==> config.mk <==
export PLATFORM = sky130hd
export DESIGN_NAME = acc_ctrl
export DESIGN_NICKNAME = d
export VERILOG_FILES = /design/src/rtl/acc_ctrl_pkg.sv /design/src/rtl/acc_ctrl_mod_cnt.sv /design/src/rtl/acc_ctrl.sv
export SDC_FILE = /design/constraint.sdc
export NUM_CORES = 1
export LEC_CHECK = 0
export ABC_CLOCK_PERIOD_IN_PS = 2850
export BUFFER_PORTS_ARGS = -buffer_cell sky130_fd_sc_hd__buf_2
export CAP_MARGIN = 5
export CORE_ASPECT_RATIO = 0.7
export CORE_MARGIN = 2
export CORE_UTILIZATION = 53
export DETAILED_ROUTE_END_ITERATION = 6
export GPL_ROUTABILITY_DRIVEN = 0
export PLACE_DENSITY = 0.81
export SKIP_CTS_REPAIR_TIMING = 1
export SLEW_MARGIN = 25
export SYNTH_ARGS = -nofsm -noshare
export SYNTH_HDL_FRONTEND = slang
export SYNTH_SLANG_ARGS = --single-unit
==> constraint.sdc <==
create_clock -name clk -period 2.85 [get_ports clk]
set_input_delay 0.57 -clock clk [delete_from_list [all_inputs] [get_ports clk]]
set_output_delay 0.57 -clock clk [all_outputs]
set_load 0.01 [all_outputs]
==> src/rtl/acc_ctrl_pkg.sv <==
// Shared definitions for the PE accumulator sequencer: state encoding and
// default counter widths.
package acc_ctrl_pkg;

    localparam int CW_DEF = 5;
    localparam int KW_DEF = 16;

    typedef enum logic [1:0] {
        IDLE = 2'd0,
        CLR  = 2'd1,
        RUN  = 2'd2,
        DONE = 2'd3
    } acc_ctrl_state_t;

endpackage

==> src/rtl/acc_ctrl_mod_cnt.sv <==
// Modulo counter: counts 0..max_i with enable and synchronous clear; wrap_o
// flags the enabled cycle on which the count returns to zero.
module mod_cnt #(
    parameter int W = 5
) (
    input  logic         clk,
    input  logic         rst_n,
    input  logic         en_i,
    input  logic         clr_i,
    input  logic [W-1:0] max_i,
    output logic [W-1:0] cnt_o,
    output logic         wrap_o
);

    logic [W-1:0] cnt_q, cnt_d;

    assign wrap_o = en_i && (cnt_q == max_i);
    assign cnt_o  = cnt_q;

    // NOTE: the default assignment first keeps this block free of inferred latches.
    always_comb begin
        cnt_d = cnt_q;
        if (clr_i) begin
            cnt_d = '0;
        end else if (en_i) begin
            cnt_d = wrap_o ? '0 : cnt_q + 1'b1;
        end
    end

    // NOTE: state registers use non-blocking assignments so every flop samples pre-edge values.
    always_ff @(posedge clk or negedge rst_n) begin
        if (!rst_n) begin
            cnt_q <= '0;
        end else begin
            cnt_q <= cnt_d;
        end
    end

endmodule

==> src/rtl/acc_ctrl.sv <==
// Sequencer for the binary-serial PE accumulator: one clear, then K products
// of C serial cycles each, then a one-cycle result-valid pulse.
module acc_ctrl
    import acc_ctrl_pkg::*;
#(
    parameter int CW = CW_DEF,
    parameter int KW = KW_DEF
) (
    input  logic          clk,
    input  logic          rst_n,
    input  logic          i_start,
    input  logic [CW-1:0] i_cfg_cycles,
    input  logic [KW-1:0] i_cfg_k,
    input  logic          i_cfg_chain,
    input  logic          i_stall,
    input  logic          i_abort,
    output logic          o_clr,
    output logic          o_en,
    output logic          o_acc,
    output logic          o_busy,
    output logic          o_valid
);

    acc_ctrl_state_t state_q, state_d;
    logic [CW-1:0]   cfg_cycles_q;
    logic [KW-1:0]   cfg_k_q;
    logic            cfg_chain_q;

    logic [CW-1:0]   cyc, cyc_max;
    logic [KW-1:0]   kc, k_max;
    logic            cyc_wrap, kc_wrap;
    logic            run_adv, cnt_clr, accept, last_product;

    // A configured C of 0 behaves as a single-cycle product.
    assign cyc_max = (cfg_cycles_q == '0) ? '0 : cfg_cycles_q - 1'b1;
    assign k_max   = cfg_k_q - 1'b1;

    assign accept  = (state_q == IDLE) && i_start;
    assign run_adv = (state_q == RUN) && !i_stall && !i_abort;
    assign cnt_clr = (state_q != RUN) || i_abort;

    mod_cnt #(.W(CW)) u_cyc_cnt (
        .clk    (clk),
        .rst_n  (rst_n),
        .en_i   (run_adv),
        .clr_i  (cnt_clr),
        .max_i  (cyc_max),
        .cnt_o  (cyc),
        .wrap_o (cyc_wrap)
    );

    mod_cnt #(.W(KW)) u_kc_cnt (
        .clk    (clk),
        .rst_n  (rst_n),
        .en_i   (cyc_wrap),
        .clr_i  (cnt_clr),
        .max_i  (k_max),
        .cnt_o  (kc),
        .wrap_o (kc_wrap)
    );

    assign last_product = kc_wrap;

    assign o_busy  = (state_q != IDLE);
    assign o_clr   = (state_q == CLR) && !i_abort;
    assign o_en    = run_adv && (cyc == cyc_max);
    assign o_acc   = o_en && (kc == '0) && cfg_chain_q;
    assign o_valid = (state_q == DONE) && !i_abort;

    always_comb begin
        state_d = state_q;
        if (state_q != IDLE && i_abort) begin
            state_d = IDLE;
        end else begin
            unique case (state_q)
                IDLE: if (i_start) state_d = CLR;
                CLR:  state_d = (cfg_k_q == '0) ? DONE : RUN;
                RUN:  if (last_product) state_d = DONE;
                DONE: state_d = IDLE;
                default: state_d = IDLE;
            endcase
        end
    end

    always_ff @(posedge clk or negedge rst_n) begin
        if (!rst_n) begin
            state_q      <= IDLE;
            cfg_cycles_q <= '0;
            cfg_k_q      <= '0;
            cfg_chain_q  <= 1'b0;
        end else begin
            state_q <= state_d;
            if (accept) begin
                cfg_cycles_q <= i_cfg_cycles;
                cfg_k_q      <= i_cfg_k;
                cfg_chain_q  <= i_cfg_chain;
            end
        end
    end

endmodule

==> results.yml <==
status:
  status: "finished with violations"
  violations: "negative setup slack"
setup_path:
  startpoint_type: "register"
  critPathSlowestCell: "or4_4"
  arrival_ns: 2.62
  crit_required_ns: 2.28
  crit_chain: "inv_2 > buf_4 > ha_1 > xor2_1 > xor2_1 > o32ai_2 > a31oi_1 > or4_4 > nor2_4 > buf_6"
  crit_type: "reg2out"
  crit_fanout: 4
  critPathMaxStageDelay_ns: 0.61
  r2r_start: "cfg_cycles_q[0]"
  worst-r2r-cell-count: 14
  startpoint: "cfg_cycles_q[0]"
  path_common_cell: "xor2_1"
  cp-end-kind: "output pin"
detailed_routing:
  route.detailed.drc: 0
  viasPerCell: 6.07
  detail_route.wl_per_cell_um: 17.8
  drt_iter0_drc: 299
  vias: 2839
  drt_first_pass_iters: 5
  ant_nets: 0
  wl_mm: 8.34
yosys:
  syn_nets: 359
  synth.distinct_cells: 53
  synth-warning-count: 0
  synth_edf_count: 0
  syn_inst: 322
  ys_ff_latch: 45
  mappedNetlistArea_um2: 3000
  syn_area_per_cell_um2: 9.30
  ys_async_sr_fraction_pct: 100
  ys_seq_area_share_pct: 37.6
  ys.flop_type: "dfrtp_1"
timing:
  period_share_pct: 112
  finalHoldViolations: 0
  finalSetupViolCount: 11
  period_needed_ns: 3.19
  slew_headroom_pct: 61.7
  skew_ns: 0.00788
  rsz0062_at_grt: "true"
  slew_viol_final: 0
  layout_setup_ws_ns: -0.338
  hold_ws_ns: 0.258
  tns_ns: -1.41
  fmax_mhz: 314
  tightest_slew_ns: 0.575
pwr:
  p_per_area_nw_per_um2: 813
  combPwrFrac_pct: 51.3
  internal_power_w: 0.00193
  irDropWorstVdd_uv: 519
  switching_power_w: 0.00123
  p_sw_share_pct: 38.8
  p_leak_nw: 1.62
  pwr-share-seq_pct: 32.5
  power_frac_clock_pct: 16.2
global_route:
  overflow: 0
  grt_max_degree: 46
  antenna_found_initial: 0
  grt_pass1_vias: 2665
  grtUsageTotal_pct: 26.8
  grt_pass1_wl_mm: 13.0
final_layout:
  postLayoutCellArea_um2: 3890
  diodes: 0
  area_growth_pct: 29.8
  drive_gt1_share_pct: 37.9
  instances_no_fill: 468
  fin_nets: 432
clock_tree:
  numCtsBuffers: 5
  clk_pin_slew_ns: 0.09
  clock_sinks: 45
  cts_tree: "built"
  root_buffer: "clkbuf_8"
  h-tree-depth: 2
  insertion_delay_ns: 0.31
  clk_path_buf_depth: 2
placement:
  hpwlAfterDp_mm: 5.76
  portBuffers: 31
  dp_slack_ns: -0.181
  place_area_um2: 3500
  placed_cells: 449
floorplan:
  die_area_um2: 6280
  num_rows: 22
  pin_count: 32
  start_util_pct: 56.1
  dieHeight_um: 66.9
  fp.coreArea_um2: 5340
  die_w_um: 93.9
job:
  maxCapViolCount: 0
min_path:
  hold_path.class: "in2async"
## cells in the mapped netlist (4+ instances only)
master    instances  area [µm²]
nand3b_1          4        30.0
nand3_1          15        75.1
a21oi_1          17        85.1
xnor2_1          17         149
a31oi_1           4        25.0
dfrtp_1          45        1130
nor2_1           18        67.6
clkbuf_1          8        30.0
nor2b_1           8        50.1
nand4_1           4        25.0
nand2_1          29         109
nor4_1            5        31.3
or3_1            12        75.1
a211oi_1          4        30.0
xor2_1           11        96.3
and3_1            5        31.3
nand2b_1          4        25.0
mux2_2           22         248
inv_1            16        60.1
o21ai_0           5        25.0
nor3_1            4        20.0
ha_1             10         125
o32ai_1           8        70.1
o21ai_1           4        20.0
## final cells by class
type	instances	area [µm²]
Multi-Input combinational cell	246	1940
Fill cell	383	1450
Sequential cell	45	1130
Timing Repair Buffer	80	547
Tap cell	72	90.1
Clock buffer	7	86.3
Inverter	17	66.3
Clock inverter	1	30.0
## worst max-delay path, delay by kind of cell, from the launching register on
kind,cells,cell delay [ns]
flops,1,0.39
fa+ha+maj,1,0.22
buf+inv,3,0.30
compound gates,2,0.23
simple gates,2,0.73
xor+xnor,2,0.46
## logic make-up (layout without fill, tap and decap cells)
| group | after synthesis | in the layout | synth area share [%] |
|---|---|---|---|
| AND/OR/NAND/NOR | 123 | 123 | 22.5 |
| AO/OA/AOI/OAI | 59 | 59 | 13.7 |
| flip-flops | 45 | 45 | 37.6 |
| buffers and inverters | 31 | 105 | 4.22 |
| XOR/XNOR | 28 | 28 | 8.19 |
| multiplexers | 26 | 26 | 9.65 |
| adder cells (fa/ha/maj) | 10 | 10 | 4.18 |
## layout by cell type, fill, tap and decap left out, types with 5 or more instances in the layout
cell,n
a21oi_1,13
and3_1,5
buf_2,29
buf_4,46
buf_6,5
clkbuf_8,6
dfrtp_1,43
ha_1,9
inv_1,14
mux2_2,22
nand2_1,29
nand3_1,15
nor2_1,17
nor2b_1,8
o32ai_2,7
or3_1,11
xnor2_1,16
xor2_1,11
## final timing paths
kind	slack [ns]	end
max	-0.34	o_acc
min	0.26	u_kc_cnt.cnt_o[8]
max reg2reg	-0.31	state_q[0]
min reg2reg	0.58	cfg_k_q[7]
max in group asynchronous	2.17	cfg_k_q[3]
min in group clk	0.49	cfg_k_q[13]
## flip-flops by register name, summed over array words and instances, names as in the netlist
name             flops
state_q              2
u_kc_cnt.cnt_o      16
cfg_chain_q          1
cfg_cycles_q         5
cfg_k_q             16
u_cyc_cnt.cnt_o      5
## power by group through the flow
stage               sequential, W  combinational [W]  clock, W
floorplan                0.000991           0.000973         0
global placement          0.00101            0.00137         0
detailed placement        0.00103            0.00145         0
CTS                       0.00102            0.00147  0.000521
global route              0.00105            0.00175  0.000547
finish                    0.00103            0.00162  0.000512
## through the flow
stage | total power, W | util, %
3_3_place_gp | 0.00238 | 65.6
4_1_cts | 0.00300 | 67.7
5_1_grt | 0.00335 | 72.8
6_report | 0.00316 | 72.8
3_5_place_dp | 0.00248 | 65.6
2_1_floorplan | 0.00196 | -
## per-layer routing
layer | track usage (%) | routed length [µm] | up-vias
met4 | 6.70 | 225 | 0
met3 | 4.64 | 599 | 43
li1 | - | - | 1303
met2 | 42.7 | 3760 | 149
met5 | 0 | 0 | -
met1 | 38.0 | 3750 | 1344
Power figures use the tool's default switching activity.
